## src/rtl/save_pkg.sv

```systemverilog
// Shared constants and state encoding for the save engine.
package save_pkg;

    localparam int RD_LATENCY            = 4;
    localparam int DEF_BUFFER_ADDR_WIDTH = 11;
    localparam int DEF_BUFFER_DATA_WIDTH = 512;
    localparam int DEF_DDR_ADDR_WIDTH    = 64;
    localparam int DEF_LEN_WIDTH         = 12;
    localparam int DEF_FIFO_DEPTH        = 8;

    typedef enum logic [1:0] {
        ST_IDLE   = 2'd0,
        ST_STREAM = 2'd1,
        ST_DONE   = 2'd2
    } state_e;

endpackage

```

## src/rtl/save_fifo.sv

```systemverilog
// Synchronous FIFO holding buffer read returns until the DDR write master takes them.
module save_fifo #(
    parameter int DEPTH = 8,
    parameter int WIDTH = 512,
    localparam int CW = $clog2(DEPTH + 1),
    localparam int PW = (DEPTH > 1) ? $clog2(DEPTH) : 1
) (
    input  logic             clk,
    input  logic             rst,
    input  logic             push,
    input  logic [WIDTH-1:0] push_data,
    input  logic             pop,
    output logic [WIDTH-1:0] rd_data,
    output logic [CW-1:0]    count,
    output logic             full,
    output logic             empty
);

    logic [WIDTH-1:0] mem_q [DEPTH];
    logic [PW-1:0]    wr_ptr_q, wr_ptr_d;
    logic [PW-1:0]    rd_ptr_q, rd_ptr_d;
    logic [CW-1:0]    count_q, count_d;
    logic             do_push, do_pop;

    assign full    = (count_q == CW'(DEPTH));
    assign empty   = (count_q == '0);
    assign count   = count_q;
    assign rd_data = mem_q[rd_ptr_q];

    always_comb begin
        do_push  = push && !full;
        do_pop   = pop && !empty;
        wr_ptr_d = wr_ptr_q;
        rd_ptr_d = rd_ptr_q;
        count_d  = count_q;
        if (do_push) begin
            wr_ptr_d = (wr_ptr_q == PW'(DEPTH - 1)) ? '0 : wr_ptr_q + PW'(1);
        end
        if (do_pop) begin
            rd_ptr_d = (rd_ptr_q == PW'(DEPTH - 1)) ? '0 : rd_ptr_q + PW'(1);
        end
        count_d = count_q + CW'(do_push) - CW'(do_pop);
    end

    always_ff @(posedge clk) begin
        if (rst) begin
            wr_ptr_q <= '0;
            rd_ptr_q <= '0;
            count_q  <= '0;
        end else begin
            wr_ptr_q <= wr_ptr_d;
            rd_ptr_q <= rd_ptr_d;
            count_q  <= count_d;
        end
    end

    always_ff @(posedge clk) begin
        if (do_push) begin
            mem_q[wr_ptr_q] <= push_data;
        end
    end

endmodule

```

## src/rtl/save_engine.sv

```systemverilog
// Reads an instruction's beats out of the feature buffer and streams them to the
// DDR write master, with credit-limited issue so the return FIFO can never overflow.
module save_engine
    import save_pkg::*;
#(
    parameter int BUFFER_ADDR_WIDTH = DEF_BUFFER_ADDR_WIDTH,
    parameter int BUFFER_DATA_WIDTH = DEF_BUFFER_DATA_WIDTH,
    parameter int DDR_ADDR_WIDTH    = DEF_DDR_ADDR_WIDTH,
    parameter int LEN_WIDTH         = DEF_LEN_WIDTH,
    parameter int FIFO_DEPTH        = DEF_FIFO_DEPTH
) (
    input  logic                         clk,
    input  logic                         rst,
    input  logic                         inst_valid,
    output logic                         inst_ready,
    input  logic [BUFFER_ADDR_WIDTH-1:0] inst_buf_addr,
    input  logic [DDR_ADDR_WIDTH-1:0]    inst_ddr_addr,
    input  logic [LEN_WIDTH-1:0]         inst_len,
    output logic                         save_read_addr_valid,
    output logic [BUFFER_ADDR_WIDTH-1:0] save_read_addr,
    input  logic                         save_read_data_valid,
    input  logic [BUFFER_DATA_WIDTH-1:0] save_read_data,
    output logic                         wr_cmd_valid,
    input  logic                         wr_cmd_ready,
    output logic [DDR_ADDR_WIDTH-1:0]    wr_cmd_addr,
    output logic [LEN_WIDTH-1:0]         wr_cmd_len,
    output logic                         wr_data_valid,
    input  logic                         wr_data_ready,
    output logic [BUFFER_DATA_WIDTH-1:0] wr_data,
    output logic                         wr_data_last,
    output logic                         busy,
    output logic                         done,
    output logic                         err
);

    localparam int IW = $clog2(FIFO_DEPTH + 1);

    if (FIFO_DEPTH < RD_LATENCY + 2) begin : g_depth_check
        $error("save_engine: FIFO_DEPTH must be at least RD_LATENCY+2");
    end

    state_e                       state_q, state_d;
    logic                         inst_ready_q, inst_ready_d;
    logic                         rd_valid_q, rd_valid_d;
    logic [BUFFER_ADDR_WIDTH-1:0] rd_addr_q, rd_addr_d;
    logic                         cmd_valid_q, cmd_valid_d;
    logic                         cmd_acc_q, cmd_acc_d;
    logic                         busy_q, busy_d;
    logic                         done_q, done_d;
    logic                         err_q, err_d;
    logic [BUFFER_ADDR_WIDTH-1:0] buf_addr_q, buf_addr_d;
    logic [DDR_ADDR_WIDTH-1:0]    ddr_addr_q, ddr_addr_d;
    logic [LEN_WIDTH-1:0]         len_q, len_d;
    logic [LEN_WIDTH-1:0]         issued_q, issued_d;
    logic [LEN_WIDTH-1:0]         sent_q, sent_d;
    logic [IW-1:0]                inflight_q, inflight_d;

    logic                         fifo_push, fifo_pop, fifo_full, fifo_empty;
    logic [IW-1:0]                fifo_count;
    logic [BUFFER_DATA_WIDTH-1:0] fifo_rd_data;
    logic                         has_credit, issue, last_beat;

    save_fifo #(
        .DEPTH (FIFO_DEPTH),
        .WIDTH (BUFFER_DATA_WIDTH)
    ) u_fifo (
        .clk       (clk),
        .rst       (rst),
        .push      (fifo_push),
        .push_data (save_read_data),
        .pop       (fifo_pop),
        .rd_data   (fifo_rd_data),
        .count     (fifo_count),
        .full      (fifo_full),
        .empty     (fifo_empty)
    );

    // Data is held back until the command has been accepted downstream.
    assign wr_data_valid = (state_q == ST_STREAM) && cmd_acc_q && !fifo_empty;
    assign wr_data       = wr_data_valid ? fifo_rd_data : '0;
    assign last_beat     = wr_data_valid && (sent_q == len_q - LEN_WIDTH'(1));
    assign wr_data_last  = last_beat;
    assign fifo_pop      = wr_data_valid && wr_data_ready;
    assign has_credit    = ((IW+1)'(fifo_count) + (IW+1)'(inflight_q)) < (IW+1)'(FIFO_DEPTH);

    always_comb begin
        state_d      = state_q;
        inst_ready_d = inst_ready_q;
        rd_valid_d   = 1'b0;
        rd_addr_d    = rd_addr_q;
        cmd_valid_d  = cmd_valid_q;
        cmd_acc_d    = cmd_acc_q;
        busy_d       = busy_q;
        done_d       = 1'b0;
        err_d        = err_q;
        buf_addr_d   = buf_addr_q;
        ddr_addr_d   = ddr_addr_q;
        len_d        = len_q;
        issued_d     = issued_q;
        sent_d       = sent_q;
        inflight_d   = inflight_q;
        fifo_push    = 1'b0;
        issue        = 1'b0;

        if (save_read_data_valid) begin
            if (state_q == ST_STREAM && !fifo_full) begin
                fifo_push = 1'b1;
            end else begin
                err_d = 1'b1;
            end
        end

        case (state_q)
            ST_IDLE: begin
                inst_ready_d = 1'b1;
                if (inst_valid && inst_ready_q) begin
                    inst_ready_d = 1'b0;
                    buf_addr_d   = inst_buf_addr;
                    ddr_addr_d   = inst_ddr_addr;
                    len_d        = inst_len;
                    issued_d     = '0;
                    sent_d       = '0;
                    inflight_d   = '0;
                    cmd_acc_d    = 1'b0;
                    busy_d       = 1'b1;
                    if (inst_len != '0) begin
                        // First read goes out together with the STREAM entry.
                        state_d     = ST_STREAM;
                        cmd_valid_d = 1'b1;
                        rd_valid_d  = 1'b1;
                        rd_addr_d   = inst_buf_addr;
                        issued_d    = LEN_WIDTH'(1);
                        inflight_d  = IW'(1);
                    end else begin
                        state_d = ST_DONE;
                    end
                end
            end
            ST_STREAM: begin
                if (cmd_valid_q && wr_cmd_ready) begin
                    cmd_valid_d = 1'b0;
                    cmd_acc_d   = 1'b1;
                end
                issue = (issued_q < len_q) && has_credit;
                if (issue) begin
                    rd_valid_d = 1'b1;
                    rd_addr_d  = buf_addr_q + BUFFER_ADDR_WIDTH'(issued_q);
                    issued_d   = issued_q + LEN_WIDTH'(1);
                end
                inflight_d = inflight_q + IW'(issue) - IW'(save_read_data_valid);
                if (fifo_pop) begin
                    sent_d = sent_q + LEN_WIDTH'(1);
                    if (last_beat) begin
                        state_d = ST_DONE;
                    end
                end
            end
            ST_DONE: begin
                done_d    = 1'b1;
                busy_d    = 1'b0;
                cmd_acc_d = 1'b0;
                state_d   = ST_IDLE;
            end
            default: state_d = ST_IDLE;
        endcase
    end

    always_ff @(posedge clk) begin
        if (rst) begin
            state_q      <= ST_IDLE;
            inst_ready_q <= 1'b0;
            rd_valid_q   <= 1'b0;
            rd_addr_q    <= '0;
            cmd_valid_q  <= 1'b0;
            cmd_acc_q    <= 1'b0;
            busy_q       <= 1'b0;
            done_q       <= 1'b0;
            err_q        <= 1'b0;
            buf_addr_q   <= '0;
            ddr_addr_q   <= '0;
            len_q        <= '0;
            issued_q     <= '0;
            sent_q       <= '0;
            inflight_q   <= '0;
        end else begin
            state_q      <= state_d;
            inst_ready_q <= inst_ready_d;
            rd_valid_q   <= rd_valid_d;
            rd_addr_q    <= rd_addr_d;
            cmd_valid_q  <= cmd_valid_d;
            cmd_acc_q    <= cmd_acc_d;
            busy_q       <= busy_d;
            done_q       <= done_d;
            err_q        <= err_d;
            buf_addr_q   <= buf_addr_d;
            ddr_addr_q   <= ddr_addr_d;
            len_q        <= len_d;
            issued_q     <= issued_d;
            sent_q       <= sent_d;
            inflight_q   <= inflight_d;
        end
    end

    assign inst_ready           = inst_ready_q;
    assign save_read_addr_valid = rd_valid_q;
    assign save_read_addr       = rd_addr_q;
    assign wr_cmd_valid         = cmd_valid_q;
    assign wr_cmd_addr          = ddr_addr_q;
    assign wr_cmd_len           = len_q;
    assign busy                 = busy_q;
    assign done                 = done_q;
    assign err                  = err_q;

endmodule

```

## config.mk

```make
export PLATFORM = sky130hd
export DESIGN_NAME = save_engine
export DESIGN_NICKNAME = d
export VERILOG_FILES = /design/src/rtl/save_pkg.sv /design/src/rtl/save_fifo.sv /design/src/rtl/save_engine.sv
export SDC_FILE = /design/constraint.sdc
export NUM_CORES = 2
export LEC_CHECK = 0
export CAP_MARGIN = 20
export CORE_ASPECT_RATIO = 0.5
export CORE_UTILIZATION = 57
export CTS_CLUSTER_DIAMETER = 120
export DETAILED_ROUTE_END_ITERATION = 8
export DONT_BUFFER_PORTS = 1
export MAX_ROUTING_LAYER = met4
export PLACE_DENSITY = 0.77
export SLEW_MARGIN = 30
export SYNTH_ARGS = -nofsm -noshare
export SYNTH_HDL_FRONTEND = slang
export SYNTH_SLANG_ARGS = --single-unit
```

## constraint.sdc

```tcl
create_clock -name clk -period 64.1 [get_ports clk]
set_input_delay 3.205 -clock clk [delete_from_list [all_inputs] [get_ports clk]]
set_output_delay 3.205 -clock clk [all_outputs]
set_load 0.05 [all_outputs]
```

## Word level (Yosys, flattened, before mapping)

Memories as Yosys holds them, arrays and structs flattened. A register that Yosys moved wholly into a read port is not among the register bits.
Cells that the tools add are included.

| storage, ports and cells | value |
|---|---|
| register bits after elaboration | 145 |
| bits in latches | 0 |
| RAM bits | 4096 |
| bits in read-only memories | 0 |
| output and inout port bits | 607 |
| memories | 1 |

| operators by class | value |
|---|---|
| add/subtract/negate cells | 11 |
| $mul | 0 |
| div/mod/pow operators | 0 |
| $lt $le $gt $ge | 2 |
| eq/ne operators | 12 |
| shift-type cells | 0 |
| multiplexer cells | 43 |
| bitwise operators | 1 |
| reduce and logical (&&, ||, !) cells | 28 |

Memory list:

| name | words | width | rd ports | clocked after Yosys merged registers in | wr ports | line | RTL |
|---|---|---|---|---|---|---|---|
| u_fifo.mem_q | 8 | 512 | 1 | 1 | 1 | save_fifo.sv:19 | `logic [WIDTH-1:0] mem_q [DEPTH];` |

Operator list:

| kind | count |
|---|---|
| $mux W512 | 1 |
| $mux W12 | 4 |
| $pmux W12 S2 | 2 |
| $mux W11 | 3 |
| $add A12 B1 Y12 const B | 2 |
| $pmux W11 S2 | 1 |
| $mux W1 | 17 |
| $eq A12 B12 Y1 | 1 |
| $lt A12 B12 Y1 | 1 |
| $mux W3 | 4 |
| $reduce_and A3 Y1 | 4 |
| $reduce_bool A12 Y1 | 1 |
| $sub A12 B1 Y12 const B | 1 |
| $add A11 B11 Y11 | 1 |
| $logic_and A1 B1 Y1 | 10 |
| $add A4 B1 Y4 | 2 |
| $mux W2 | 4 |
| $pmux W4 S2 | 1 |
| $reduce_and A2 Y1 | 4 |
| $reduce_and A4 Y1 | 2 |
| $sub A4 B1 Y4 | 2 |
| $add A3 B1 Y3 const B | 2 |
| $eq A3 B3 Y1 const B | 2 |
| $ne A2 B1 Y1 const B | 3 |
| other kinds (16) | 22 |

## Depth between registers and ports, before layout

| logic depth | value |
|---|---|
| depth in word-level cells | 8 |
| mapped depth | 16 |
| depth with buffers taken out | 14 |

## Modules after synthesis

From an unflattened synthesis, not the netlist that was laid out.

| second synthesis, totals | value |
|---|---|
| cells, all modules | 7364 |
| area total of the unflattened synthesis | 163744.5 µm² |

By module, submodules not included:

| module | times used | cells an instance | area each (µm²) |
|---|---|---|---|
| save_fifo | 1 | 5996 | 154021.5 |
| save_engine | 1 | 1368 | 9723.1 |

## Worst setup path after synthesis

OpenSTA, ideal clock, no wires.

| timing path | value |
|---|---|
| path kind | input -> register |
| start | in save_read_data_valid |
| end | mem u_fifo.mem_q[0][0], enable pin |
| library setup time | 2.641 ns |
| data arrival time | 51.440 ns |
| required time | 61.459 ns |
| setup slack | 10.019 ns |
| stages | 2 |
| buffers on the path | 0 |
| cell sequence | nand2_1 -> nor4_1 |

| between the ends | value |
|---|---|
| longest elaborated chain between the ends | 4 |

Ends and longest elaborated chain:

| item | line | RTL |
|---|---|---|
| start, declared | save_engine.sv:21 | `input logic save_read_data_valid,` |
| $mux W1 | save_engine.sv:105 | `if (save_read_data_valid) begin` |
| $logic_and A1 B1 Y1 | save_fifo.sv:31 | `do_push = push && !full;` |
| $mux W1 | save_fifo.sv:58 | `if (do_push) begin` |
| $mux W1 (implied by the code) | save_fifo.sv:59 | `mem_q[wr_ptr_q] <= push_data;` |
| end, declared | save_fifo.sv:19 |  |

No other way between the ends.

==> summary.md <==
| Metric | Value |
|---|---|
| Final #Nets | 8188 |
| RSZ-0062 raised after global routing | false |
| Switch Pwr | 1.04 mW |
| Synth unique cells | 59 |
| Root Buffer | clkbuf_16 |
| Net switching fraction of the power | 19.5% |
| Slew @ Worst Pin | 1.20 ns |
| Fin. max-slew vios | 0 |
| Crit path largest cell delay | 0.89 ns |
| Initial Util | 57.6% |
| Total GRT Usage | 26.7% |
| Fillers | 17700 |
| Worst-path clk slew | 0.07 ns |
| Number of flops mapped to enable cells by yosys | 4096 |
| CP max FO | 159 |
| Via density | 6.52 |
| WP data required | 60.90 ns |
| Clock sink total | 4244 |
| Hold crit path type | flip-flop to flip-flop |
| WP buf/inv | 5 |
| Critical Path Slowest Stage Cell | buf_4 |
| Top FF cell, synth | edfxtp_1 |
| Area leader, netlist | edfxtp_1 |
| Count of final hold-check violations | 0 |
| Post-synth ARST share | 0% |
| Die height | 378 um |
| First-pass GRT wire length | 533 mm |
| Comb pwr share | 1.1% |
| Via Count | 75400 |
| Final min period | 10.32 ns |
| Die ar. | 286000 um^2 |
| DR pass1 iterations | 5 |
| MaxCap Viol Count | 0 |
| Clk_lat worst skew | 0.92 ns |
| Top Ports | 1212 |
| Share of the synthesized area in the top cell type | 76.2% |
| Vias in the first global route | 75500 |
| Startpoint Class | flip-flop |
| Drt total wl | 380 mm |
| Area after DPL | 167000 um^2 |
| Pwr per Cell Area | 29.7 nW/um^2 |
| Initial DRC count | 8054 |
| Post-DP HPWL | 218 mm |
| Fin area | 179000 um^2 |
| Peak supply drop | 23.4 uV |
| Number of buffers created by CTS | 355 |
| Seq pwr share | 58.0% |
| Setup TNS | 0 ns |
| Crit path DAT | 7.12 ns |
| Slew HR | 19.9% |
| Total global routing overflow | 0 |
| Drt wl/cell | 32.8 um |
| Max Clock Freq | 96.9 MHz |
| #FFs+latches synth | 4244 |
| Commonest cells after routing, fill and taps aside | edfxtp_1 (4096), mux4_2 (1024), mux2i_1 (519) |
| Skew final | 0.0677 ns |
| Yosys Warn Count | 0 |
| Clock power share | 41.0% |
| Post-synthesis sequential area ratio | 78.0% |
| Hold_buf cts | 0 |
| Setup CP Type | flip-flop to primary output |
| Pin count of the biggest net entering global routing | 160 |
| Post-CTS setup buffers | 0 |
| Status | finished, final reports clean |
| Mapped Nets | 8031 |
| Most common cell after layout, fill and taps aside | edfxtp_1 |
| Post-CTS sizing | 0 |
| TritonCTS clock tree | built |
| IO buf count | 0 |
| Mapped cell area | 161000 um^2 |
| Core Box Area | 280000 um^2 |
| Worst Setup End Kind | primary output |
| Leakage power | 52.8 nW |
| Final clock period utilization by the worst path | 16.1% |
| Worst path most repeated cell | buf_4 |
| H-Tree Depth | 5 |
| Internal power | 4.27 mW |
| Proportion of layout cells with a drive suffix above 1 | 24.3% |
| Drc violations | 0 |
| Synth area leaders | edfxtp_1 (76%), mux4_2 (14%), mux2i_1 (3.2%) |
| Clock buffer depth | 4 |
| Synth-to-layout area growth | 10.6% |
| CP delay by family, top | buffers and inverters |
| Final setup violating endpoints | 0 |
| Final ANT Viol Nets | 0 |
| Die width | 755 um |
| FP Rows | 137 |
| Initial antenna violation count | 8 |
| Mean post-synth cell area | 21.9 um^2 |
| RePlAce Congestion | 0.813 |
| Crit-path cells | buf_4, buf_4, buf_12, buf_4, buf_4, mux4_2, mux2i_1, nor2_1 |
| Post-Synthesis Cells | 7382 |
-- worst register-to-register path: stages (launching register included) --
cell      delay (ns)
dfxtp_1         0.40
nand2b_1        0.18
buf_4           0.23
a31oi_1         0.23
nand2_1         0.30
inv_1           0.21
nand2_1         0.23
nor2_4          0.50
buf_4           0.69
buf_4           0.83
buf_4           0.72
buf_4           0.85
-- cell type report --
type / count / area, um^2 / area share, %
diodes: 8 / 20.0 / 0.0112
clock buffers: 427 / 9280 / 5.20
clock inverters: 202 / 2150 / 1.20
inverters: 41 / 154 / 0.0862
multi-input cells: 2709 / 34400 / 19.3
flip-flops and latches: 4244 / 126000 / 70.6
well taps: 3753 / 4700 / 2.63
repair buffers: 188 / 1880 / 1.05
-- power by group through the flow --
stage / clock, mW / combinational [mW] / sequential [mW]
6_report: 2.17 / 0.0563 / 3.08
5_1_grt: 2.31 / 0.0605 / 3.08
4_1_cts: 2.21 / 0.0565 / 3.08
3_5_place_dp: 0 / 0.0557 / 3.14
3_3_place_gp: 0 / 0.0538 / 3.14
2_1_floorplan: 0 / 0.0391 / 3.16
-- cells in the mapped netlist, types with 9 or more instances --
cell type and n:
clkbuf_1 237, xnor2_1 16, mux2i_1 519, inv_1 41
dfxtp_1 148, mux4_2 1024, buf_1 145, xor2_1 12
nand3_1 26, nor3_1 16, a21oi_1 129, o21ai_0 23
ha_1 41, or3_1 11, nor2_1 555, edfxtp_1 4096
nand2_1 218, a211oi_1 9
-- state kept, by name (all words and copies together) (netlist names), 4 cells and up, named ones only --
| name | cells |
|---|---|
| wr_cmd_len | 12 |
| save_read_addr | 11 |
| buf_addr_q | 11 |
| wr_cmd_addr | 64 |
| inflight_q | 4 |
| issued_q | 12 |
| u_fifo.count | 4 |
| u_fifo.mem_q | 4096 |
| sent_q | 12 |
-- worst paths after layout --
check / cells past startpoint / start / slack [ns] / end
worst max register to register: 11 / state_q[1] / 58.28 / u_fifo.mem_q[7][241]
worst max-delay path: 8 / flip-flop / 53.78 / wr_data[404]
worst min register to register: 2 / buf_addr_q[0] / 0.46 / buf_addr_q[0]
worst min-delay path: 2 / buf_addr_q[0] / 0.46 / buf_addr_q[0]
-- metal layers --
metal / GRT usage [%] / vias to the layer above / routed length [um]
met5: - / - / 0
met4: 17.7 / 0 / 31100
met3: 4.07 / 968 / 24400
met2: 43.5 / 3830 / 191000
met1: 31.4 / 40000 / 133000
li1: - / 30600 / -
-- metrics by stage --
step | instances | power [mW] | hold slack, ns | util [%] | setup slack (ns)
3_3_place_gp | 10900 | 3.19 | 0.441 | 59.4 | 54.53
2_1_floorplan | 7382 | 3.20 | 0.441 | - | 10.02
4_1_cts | 11600 | 5.34 | 0.461 | 63.6 | 53.53
6_report | 11600 | 5.31 | 0.458 | 63.7 | 53.78
3_5_place_dp | 10900 | 3.19 | 0.451 | 59.5 | 54.48
5_1_grt | 11600 | 5.44 | 0.484 | 63.7 | 53.20
-- kinds of logic (layout without fill, tap and decap cells) --
group | Yosys count | count (layout) | share of synthesized area [%]
other cells | 0 | 8 | 0
compound gates | 213 | 213 | 0.776
fa+ha+maj | 44 | 44 | 0.355
mux | 1543 | 1543 | 17.5
xor+xnor | 28 | 28 | 0.152
buf+inv | 429 | 858 | 1.00
flops | 4244 | 4244 | 78.0
simple gates | 881 | 881 | 2.20
(Power assumes the default switching activity.)
